<file path="src/rtl/alu_serial_seq.sv">
// Bit-serial ALU: AND/OR/ADD/XOR (with B inversion for SUB), one bit per clock, LSB first.
// Optional OVERFLOW output enabled by defining ALU_SERIAL_OVF_EN.
module alu_serial_seq #(
  parameter int unsigned WIDTH = 24
) (
  input  logic             CLK,
  input  logic             RESET,
  input  logic             START,
  input  logic [WIDTH-1:0] A,
  input  logic [WIDTH-1:0] B,
  input  logic             BINVERT,
  input  logic [1:0]       OPERATION,
  output logic             BUSY,
  output logic             DONE,
  output logic [WIDTH-1:0] RESULT,
  output logic             COUT,
`ifdef ALU_SERIAL_OVF_EN
  output logic             OVERFLOW,
`endif
  output logic             ZERO
);

  localparam int unsigned CntW = (WIDTH > 1) ? $clog2(WIDTH) : 1;

  typedef enum logic [1:0] {StIdle, StShift, StFin} state_e;

  state_e           state_q, state_d;
  logic [WIDTH-1:0] a_q, a_d;
  logic [WIDTH-1:0] b_q, b_d;
  logic             binv_q, binv_d;
  logic [1:0]       op_q, op_d;
  logic             carry_q, carry_d;
  logic [CntW-1:0]  cnt_q, cnt_d;
  logic [WIDTH-1:0] result_q, result_d;

  logic bit_a, bit_mb, bit_res, carry_maj, last_bit;

`ifdef ALU_SERIAL_OVF_EN
  logic ovf_q, ovf_d;
`endif

  always_comb begin
    bit_a     = a_q[cnt_q];
    bit_mb    = b_q[cnt_q] ^ binv_q;
    carry_maj = (bit_a & bit_mb) | (bit_a & carry_q) | (bit_mb & carry_q);
    last_bit  = (cnt_q == CntW'(WIDTH - 1));
    unique case (op_q)
      2'b00:   bit_res = bit_a & bit_mb;
      2'b01:   bit_res = bit_a | bit_mb;
      2'b10:   bit_res = bit_a ^ bit_mb ^ carry_q;
      default: bit_res = bit_a ^ bit_mb;
    endcase
  end

  always_comb begin
    state_d  = state_q;
    a_d      = a_q;
    b_d      = b_q;
    binv_d   = binv_q;
    op_d     = op_q;
    carry_d  = carry_q;
    cnt_d    = cnt_q;
    result_d = result_q;
`ifdef ALU_SERIAL_OVF_EN
    ovf_d    = ovf_q;
`endif
    unique case (state_q)
      StIdle: begin
        if (START) begin
          a_d     = A;
          b_d     = B;
          binv_d  = BINVERT;
          op_d    = OPERATION;
          carry_d = BINVERT;
          cnt_d   = '0;
          state_d = StShift;
        end
      end
      StShift: begin
        // New bit enters at the MSB; after WIDTH shifts bit i sits at RESULT[i].
        result_d = WIDTH'({bit_res, result_q} >> 1);
        carry_d  = carry_maj;
        cnt_d    = cnt_q + CntW'(1);
        if (last_bit) begin
          cnt_d   = '0;
          state_d = StFin;
`ifdef ALU_SERIAL_OVF_EN
          ovf_d   = (op_q == 2'b10) & (carry_q ^ carry_maj);
`endif
        end
      end
      StFin:   state_d = StIdle;
      default: state_d = StIdle;
    endcase
  end

  always_ff @(posedge CLK or posedge RESET) begin
    if (RESET) begin
      state_q  <= StIdle;
      a_q      <= '0;
      b_q      <= '0;
      binv_q   <= 1'b0;
      op_q     <= 2'b00;
      carry_q  <= 1'b0;
      cnt_q    <= '0;
      result_q <= '0;
    end else begin
      state_q  <= state_d;
      a_q      <= a_d;
      b_q      <= b_d;
      binv_q   <= binv_d;
      op_q     <= op_d;
      carry_q  <= carry_d;
      cnt_q    <= cnt_d;
      result_q <= result_d;
    end
  end

`ifdef ALU_SERIAL_OVF_EN
  always_ff @(posedge CLK or posedge RESET) begin
    if (RESET) begin
      ovf_q <= 1'b0;
    end else begin
      ovf_q <= ovf_d;
    end
  end

  assign OVERFLOW = ovf_q;
`endif

  assign BUSY   = (state_q == StShift);
  assign DONE   = (state_q == StFin);
  assign RESULT = result_q;
  assign COUT   = carry_q;
  assign ZERO   = (result_q == '0);

endmodule

</file>
<file path="config.mk">
export PLATFORM = sky130hd
export DESIGN_NAME = alu_serial_seq
export DESIGN_NICKNAME = d
export VERILOG_FILES = /design/src/rtl/alu_serial_seq.sv
export SDC_FILE = /design/constraint.sdc
export NUM_CORES = 1
export LEC_CHECK = 0
export BUFFER_PORTS_ARGS = -buffer_cell sky130_fd_sc_hd__buf_4
export CAP_MARGIN = 10
export CORE_MARGIN = 2
export CORE_UTILIZATION = 55
export CTS_CLUSTER_DIAMETER = 200
export CTS_CLUSTER_SIZE = 25
export DETAILED_ROUTE_END_ITERATION = 6
export GPL_TIMING_DRIVEN = 1
export PLACE_DENSITY = 0.78
export SYNTH_ARGS = -nofsm -noshare
export SYNTH_HDL_FRONTEND = slang
export SYNTH_SLANG_ARGS = --single-unit
</file>
<file path="constraint.sdc">
create_clock -name CLK -period 8.2 [get_ports CLK]
set_input_delay 1.64 -clock CLK [delete_from_list [all_inputs] [get_ports CLK]]
set_output_delay 1.64 -clock CLK [all_outputs]
set_load 0.03 [all_outputs]
</file>
==> results.md, run 1 <==
Synth:
- The synthesized design contains 0 enable-type register cells.
- The register bit total from synthesis is 83.
- The most used flip-flop cell after synthesis is dfrtp_1.
- The instance count of the mapped netlist is 310.
- The net count after synthesis is 368.
- The share of the Yosys chip area taken by registers is 55.22%.
- The Yosys step of the flow raised 0 warnings.
- In this run the cell area of the synthesized design comes to 3761 µm².
- Counting distinct cell types in the post-synthesis netlist gives 39.
- The average size of a mapped cell is 12.13 µm².
- Counting flops with an async set or reset pin after synthesis yields a share of 100.0%.

GRT:
- The total global-route track usage is 21.45%.
- The total overflow left after global routing is 0.
- Entering global routing, the biggest net connects 84 pins.
- The wire length of the first global-routing pass is 12370 µm.
- The via count of the first global-routing pass is 2631.
- The number of antenna violations at the first check in global routing was 0.

Placement:
- Routability-driven placement finished with a final weighted congestion of 0.7963.
- The worst setup slack after placement is 4.622 ns.
- The number of buffers inserted by port buffering is 81.
- The HPWL after detailed placement is 4945 µm.

Drt:
- Across all layers, the routed design uses 2574 vias.
- Before antenna repair, the detailed router went through 4 iterations.
- The number of violations reported at the end of detailed-routing iteration 0 is 126.
- The sum of routed wire length over all layers is 7146 µm.
- The via density per instance is 5.453.
- For this run, design rule violations remaining after detail routing come to 0.
- Dividing the detail-routed wire length by the instance count gives 15.14 µm.
- The residual antenna-violating net count after detailed routing is 0.

Critical path:
- The delay of the slowest cell on the worst path is 0.76 ns.
- Counting both buffers and inverters, the worst setup path holds a total of 2.
- In this run the worst path has a maximum fanout of 29.
- On the critical path, the stage with the largest delay is an instance of nand2b_1.
- The critical path start-end classification is reg2out.
- STA classifies the critical path endpoint as an output pin.
- The setup check on the worst reg-to-reg path leaves a slack of 4.97 ns.
- For the worst setup path, the data arrival time is 2.29 ns.
- The family with the most delay on the worst path is simple AND/OR/NAND/NOR gates.
- The data required time of the worst path is 6.56 ns.
- The signal on the critical path passes through nand2b_1 > inv_2 > buf_4.
- STA classifies the critical path startpoint as a flop.

Clock tree:
- The CTS tree is yes.
- The cell at the root of the clock tree is clkbuf_8.
- The clock latency at the later pin of the worst-skew pair is 0.35 ns.
- TritonCTS created 9 clock buffers.
- In this run, post-CTS hold repair placed 0 buffers.
- The clock net in this run drives a total of 83 sinks.
- Gates resized during post-CTS repair numbered 0.
- CTS built an H-tree with a depth of 3.
- Clock-pin slew was measured on the worst setup and hold paths at 0.08 ns.
- The number of setup buffers added after CTS is 0.
- No sink is reached through more buffers than the 2 on the longest clock path.

STA:
- The hold violation count in the final report came to 0.
- The tightest hold path in the finished design has a slack of 0.4919 ns.
- Setup repair after global routing left no endpoint under its margin.
- The count of pins over their slew limit is 0.
- Setup slack on the critical path of the routed design comes to 4.274 ns.
- For the final database, setup skew stands at 0.005352 ns.
- After layout, the minimum clock period comes to 3.926 ns.
- Headroom to the max-slew limit came out at 31.53%.
- The measured slew at the worst slew-check pin is 1.027 ns.
- The summed negative setup slack over all endpoints is 0 ns.
- Dividing the final minimum period by the clock period gives 47.87%.
- Setup violations remaining at the end of the flow were counted as 0.
- Static timing analysis puts the maximum clock frequency at 0.2547 GHz.

Power:
- In this run the static leakage power is 2.184 nW.
- The total power divided by cell area is 424.0 nW/µm².
- The largest vdd supply drop is 0.1675 mV.

Floorplan:
- The placement row count is 30.
- The height of the die is 86.70 µm.
- The initial core utilization is 55.98%.
- The floorplan step defined a die boundary enclosing 7516 µm².
- The core area is 6719 µm².
- The total I/O pin count is 82.
- The horizontal die dimension is 86.70 µm.

Layout:
- The total number of nets in the final design is 445.
- The fraction of layout cells with a size suffix above 1 is 38.78%.
- 0 antenna diodes ended up in the layout.
- At the end of the flow the core is filled with cells to 68.98%.
- The top cell types in the final layout, fill and taps aside, are 83 x dfrtp_1, 83 x buf_4, 78 x nand2_1.
- Counting the fill cells in the layout gives 508.
- The layout overhead on the synthesized area is 23.22%.

Job:
- The max-cap violation count is 0.

Run status:
- The run finished with clean final reports.

Hold path:
- The kind of path behind the tightest hold check is reg2reg.
## worst register-to-register path: cells and delay by family (launching register included)
family / cells / cell delay, ns
mux: 3 / 1.21
fa+ha+maj: 1 / 0.47
compound gates: 4 / 0.50
flops: 1 / 0.90
## layer usage
layer / vias up / global-route usage, % / wire length [µm]
li1: 1226 / - / -
met1: 1274 / 28.73 / 3215
met2: 65 / 34.76 / 3520
met3: 9 / 4.762 / 318
met4: 0 / 7.670 / 91
met5: - / 0 / 0
## sequential cells by signal (all words and copies together), names as in the netlist
name	flops
RESULT	24
a_q	24
b_q	24
cnt_q	5
op_q	2
state_q	2
COUT	1
binv_q	1
## per-stage QoR
stage | instances | power, mW | area (µm²)
floorplan | 310 | 1.417 | 3761
global placement | 456 | 1.622 | 4407
detailed placement | 456 | 1.654 | 4407
CTS | 472 | 1.989 | 4634
global route | 472 | 2.126 | 4634
finish | 472 | 1.965 | 4634
## final cells by class
type,count,area (µm²),area share [%]
Sequential cell,83,2077,44.82
Clock buffer,13,158.9,3.429
Clock inverter,3,68.82,1.485
Inverter,2,8.758,0.1890
Timing Repair Buffer,83,623.1,13.44
Tap cell,80,100.1,2.160
Multi-Input combinational cell,208,1598,34.48
## path summary, 6_finish.rpt
path / start / to / depth (start not counted)
setup / recovery: state_q[1]$_DFFE_PP0P_ / BUSY / 3
hold / removal: b_q[8]$_DFFE_PP0P_ / b_q[8]$_DFFE_PP0P_ / 1
setup reg to reg: cnt_q[0]$_DFFE_PP0P_ / RESULT[23]$_DFFE_PP0P_ / 8
hold reg to reg: b_q[8]$_DFFE_PP0P_ / b_q[8]$_DFFE_PP0P_ / 1
max in group asynchronous: RESET / a_q[3]$_DFFE_PP0P_ / 3
min in group asynchronous: RESET / a_q[10]$_DFFE_PP0P_ / 3
## cell usage after synthesis (all sizes together) (2+ instances only)
| library cell | instances | area [µm²] |
|---|---|---|
| dfrtp | 83 | 2077 |
| nand2 | 78 | 292.8 |
| mux2 | 53 | 596.8 |
| buf | 14 | 73.82 |
| mux2i | 11 | 110.1 |
| o21ai | 11 | 58.80 |
| mux4 | 8 | 198.9 |
| nand3 | 6 | 30.03 |
| nor4 | 6 | 37.54 |
| nand2b | 5 | 31.28 |
| a21oi | 4 | 20.02 |
| nor2 | 4 | 15.01 |
| clkbuf | 3 | 11.26 |
| ha | 3 | 37.54 |
| inv | 2 | 7.500 |
| nor2b | 2 | 12.51 |
| xor2 | 2 | 17.52 |
## cell families after synthesis
logic type / after synthesis / share of synthesized area [%]
AOI/OAI and AO/OA: 22 / 3.626
xor gates and xnor gates: 3 / 0.6987
adders and majority gates: 4 / 1.530
buffers and inverters: 19 / 2.462
DFF: 83 / 55.22
muxes: 72 / 24.09
and+or+nand+nor: 107 / 12.38
## power by group
part           internal, mW  switching (mW)  leakage [nW]
combinational         0.432           0.404          1.07
sequential            0.612           0.187          1.00
clock                 0.190           0.140         0.114
total                  1.23           0.732          2.18
Note: power is estimated with default switching activity, not from simulation.
==> run 2: changes to the inputs <==
--- a/config.mk
+++ b/config.mk
@@ -8,12 +8,12 @@
 export BUFFER_PORTS_ARGS = -buffer_cell sky130_fd_sc_hd__buf_4
 export CAP_MARGIN = 10
 export CORE_MARGIN = 2
-export CORE_UTILIZATION = 55
+export CORE_UTILIZATION = 49
 export CTS_CLUSTER_DIAMETER = 200
 export CTS_CLUSTER_SIZE = 25
 export DETAILED_ROUTE_END_ITERATION = 6
 export GPL_TIMING_DRIVEN = 1
-export PLACE_DENSITY = 0.78
+export PLACE_DENSITY = 0.73
 export SYNTH_ARGS = -nofsm -noshare
 export SYNTH_HDL_FRONTEND = slang
 export SYNTH_SLANG_ARGS = --single-unit
==> constraint.sdc (replaced) <==
create_clock -name CLK -period 3.27 [get_ports CLK]
set_input_delay 0.654 -clock CLK [delete_from_list [all_inputs] [get_ports CLK]]
set_output_delay 0.654 -clock CLK [all_outputs]
set_load 0.03 [all_outputs]
==> run 2 against run 1 <==
Register-to-register slack got worse by 4.5 ns. Flip-flop and latch count stayed put. Clock power increased to 2.7 times the previous value. First-iteration DRC count is 41% lower. Global-route usage is 1.8 points lower. Non-clock buffer count is 5 higher. Clock skew down 0.00079 ns. Via count up 1.6%. Critical endpoint is now RESULT[23]$_DFFE_PP0P_. Largest cell class unchanged. Largest power group unchanged. Highest routed layer unchanged.
==> results.md, run 2 (synthesis gave the netlist of run 1 again) <==
Power:
- The combinational cell fraction of total power was 43.5% (was 42.5%).
- The total design power is 5.059 mW (was 1.965 mW).
- The relative contribution of sequential cells to total power is 39.0% (was 40.7%).
- The net load switching power came to 1.878 mW (was 731.9 µW).
- The largest vdd supply drop was 0.4393 mV (was 0.1675 mV).
- The total power divided by cell area came to 1074 nW/µm² (was 424.0 nW/µm²).
- The fraction of power consumed by the clock network was 17.5% (was 16.8%).
- The static leakage came to 2.211 nW (was 2.184 nW).
- The switching part of the total is 37.13% (was 37.24%).
- The internal power consumption is 3.181 mW (was 1.233 mW).

GRT:
- The layer with the highest usage after global routing is met2 (unchanged).
- The wire length of the first global-routing pass is 13100 µm (was 12370 µm).
- The met2 usage in global routing came to 29.84% (was 34.76%).
- The met1 track demand over resource in global routing is 28.14% (was 28.73%).
- The total global-route track usage is 19.62% (was 21.45%).
- The met3 routing resource usage after global routing came to 3.369% (was 4.762%).
- The total overflow reported by the global router is 0 (unchanged).
- The maximum number of pins on one net before global-route repair came to 53 (was 84).
- The via count of the first global-routing pass is 2606 (was 2631).
- The number of antenna violations at the first check in global routing is 0 (unchanged).

Layout:
- The number of diodes added for antenna fixing is 0 (unchanged).
- The total number of nets in the final design is 450 (was 445).
- Commonest non-fill, non-tap cells in the layout: 88 x buf_4, 83 x dfrtp_1, 78 x nand2_1 (was 83 x dfrtp_1, 83 x buf_4, 78 x nand2_1).
- The layout overhead on the synthesized area came to 25.25% (was 23.22%).
- The utilization of the core after routing was 64.26% (was 68.98%).
- The library cell used most frequently in the layout, excluding fill and tap cells, is buf_4.
- The fill cell total of the finished layout is 593 (was 508).
- The number of standard cells in the layout, taps in and fillers out is 496 (was 472).
- The fraction of layout cells with a size suffix above 1 is 39.55% (was 38.78%).
- The final instance area is 4711 µm² (was 4634 µm²).

Job:
- The max-cap violation count is 0 (unchanged).

Clock tree:
- The clock latency at the later pin of the worst-skew pair is 0.34 ns (was 0.35 ns).
- The hold buffer count at CTS was 0 (unchanged).
- The clock-pin transition on the worst setup and hold timing paths is 0.08 ns (about the same).
- The number of setup buffers added after CTS came to 0 (unchanged).
- The cell at the root of the clock tree is clkbuf_8 (unchanged).
- The number of buffers added by the clock tree synthesis step was 9 (unchanged).
- The number of levels the H-tree was split into is 3 (unchanged).
- The count of cells resized by post-cts repair is 0 (unchanged).
- The clock sink count is 83 (unchanged).
- The CTS tree is yes (unchanged).
- The maximum root-to-sink buffer count is 2 (unchanged).

Floorplan:
- The height of the die is 91.61 µm (was 86.70 µm).
- The area enclosed by the die boundary is 8392 µm² (was 7516 µm²).
- The total I/O pin count came to 82 (unchanged).
- The placement row count is 31 (was 30).
- The core area is 7331 µm² (was 6719 µm²).
- The horizontal die dimension is 91.61 µm (was 86.70 µm).
- The initial core utilization is 51.31% (was 55.98%).

Placement:
- The worst setup slack after placement is 0.4939 ns (was 4.622 ns).
- The instance area at placement came to 4468 µm² (was 4407 µm²).
- The estimated wirelength of the detail-placed design is 5565 µm (was 4945 µm).
- The placed cell count is 480 (was 456).
- The number of buffers inserted by port buffering was 81 (unchanged).
- The global placement routability congestion is 0.8090 (was 0.7963).

Critical path:
- The startpoint kind of the worst setup timing path is a flop (unchanged).
- The data arrival time at the worst-slack endpoint is 2.99 ns (was 2.29 ns).
- The launch instance of the worst register-to-register path is cnt_q[0]$_DFFE_PP0P_ (unchanged).
- The top fanout value on the critical path is 7 (was 29).
- The worst reg-to-reg path cell count is 8 (unchanged).
- The capturing element type of the critical path was a flop (was output pin).
- The minimum setup slack among reg-to-reg paths was 0.51 ns (was 4.97 ns).
- The critical path capture point is RESULT[23]$_DFFE_PP0P_ (was BUSY).
- The data required time of the worst path is 3.49 ns (was 6.56 ns).
- The source of the critical timing path is cnt_q[0]$_DFFE_PP0P_ (was state_q[1]$_DFFE_PP0P_).
- The capturing point of the worst reg2reg path is RESULT[23]$_DFFE_PP0P_ (unchanged).
- The critical path start-end classification is reg2reg (was reg2out).

STA:
- The maximum frequency from static timing analysis is 0.3621 GHz.
- The count of endpoints failing setup in the final report was 0 (unchanged).
- The worst slew margin relative to its limit is 45.36% (was 31.53%).
- Setup repair after global routing missed its margin: false (unchanged).
- The measured slew at the worst slew-check pin is 0.8186 ns (was 1.027 ns).
- The final worst-path setup slack is 0.5082 ns (was 4.274 ns).
- The worst clock skew on the final layout is 0.004558 ns (was 0.005352 ns).
- The worst path in the final design needs a cycle of 2.762 ns, including I/O delays and setup.
- The count of pins over their slew limit is 0 (unchanged).
- The summed negative setup slack over all endpoints is 0 ns (unchanged).
- The part of the cycle the worst path needs is 84.46%.
- The worst hold margin is 0.4431 ns (was 0.4919 ns).
- The hold violation count in the final report is 0 (unchanged).

Run status:
- Status: completed (unchanged).

Drt:
- The number of violations reported at the end of detailed-routing iteration 0 is 74 (was 126).
- The residual antenna-violating net count after detailed routing was 0 (unchanged).
- The number of iterations in the first detailed-routing pass came to 5 (was 4).
- The sum of routed wire length over all layers is 7659 µm (was 7146 µm).
- The routed length per instance is 15.44 µm (was 15.14 µm).
- The final routed DRC violation total is 0 (unchanged).
- The via density per instance is 5.272 (was 5.453).
- The via total after detailed routing came to 2615 (was 2574).

Hold path:
- The kind of path behind the tightest hold check is in2async (was reg2reg).
==> run 2: changes by cell type in the layout (fill, tap and decap cells not counted), sizes merged <==
cell      before  now
buf           83   88
inv            2    1
clkinvlp       0    1
clkbuf        13   12
bufinv         2    3
==> run 2: layout make-up <==
| class | instances | area (µm²) | share of cell area [%] |
|---|---|---|---|
| flip-flops and latches | 83 | 2077 | 44.09 |
| multi-input cells | 208 | 1598 | 33.92 |
| repair buffers | 88 | 660.6 | 14.02 |
| clock buffers | 12 | 145.1 | 3.081 |
| well taps | 99 | 123.9 | 2.629 |
| clock inverters | 4 | 97.59 | 2.072 |
| inverters | 2 | 8.758 | 0.1859 |
==> run 2: power by group through the flow <==
stage | registers [mW] | logic, mW | clock network [mW]
finish | 1.97 | 2.20 | 0.886
global route | 2.05 | 2.41 | 0.953
CTS | 1.98 | 2.22 | 0.902
detailed placement | 2.00 | 2.21 | 0
global placement | 1.98 | 2.14 | 0
floorplan | 2.08 | 1.47 | 0
==> run 2: how the worst min path moves through the flow <==
stage	start	to	slack [ns]	cells past startpoint
2_1_floorplan	b_q[8]$_DFFE_PP0P_	b_q[8]$_DFFE_PP0P_	0.46	1
3_3_place_gp	b_q[9]$_DFFE_PP0P_	b_q[9]$_DFFE_PP0P_	0.48	1
3_5_place_dp	b_q[9]$_DFFE_PP0P_	b_q[9]$_DFFE_PP0P_	0.48	1
4_1_cts	RESET	RESULT[12]$_DFFE_PP0P_	0.46	2
5_1_grt	RESET	RESULT[15]$_DFFE_PP0P_	0.51	2
6_report	RESET	RESULT[15]$_DFFE_PP0P_	0.44	2
==> run 2: worst max-delay path: stages, from the launching register on <==
cell and delay [ns]:
dfrtp_1 0.54, mux4_1 0.60, mux2_2 0.29, o21ai_2 0.13, o21ai_0 0.15, fa_1 0.47, mux2_2 0.26, o21ai_0 0.13
o21ai_0 0.08
==> run 2: metal layers <==
metal | wire, µm | vias to the layer above
li1 | - | 1241
met5 | 0 | -
met3 | 386 | 13
met4 | 129 | 0
met2 | 3612 | 77
met1 | 3530 | 1284
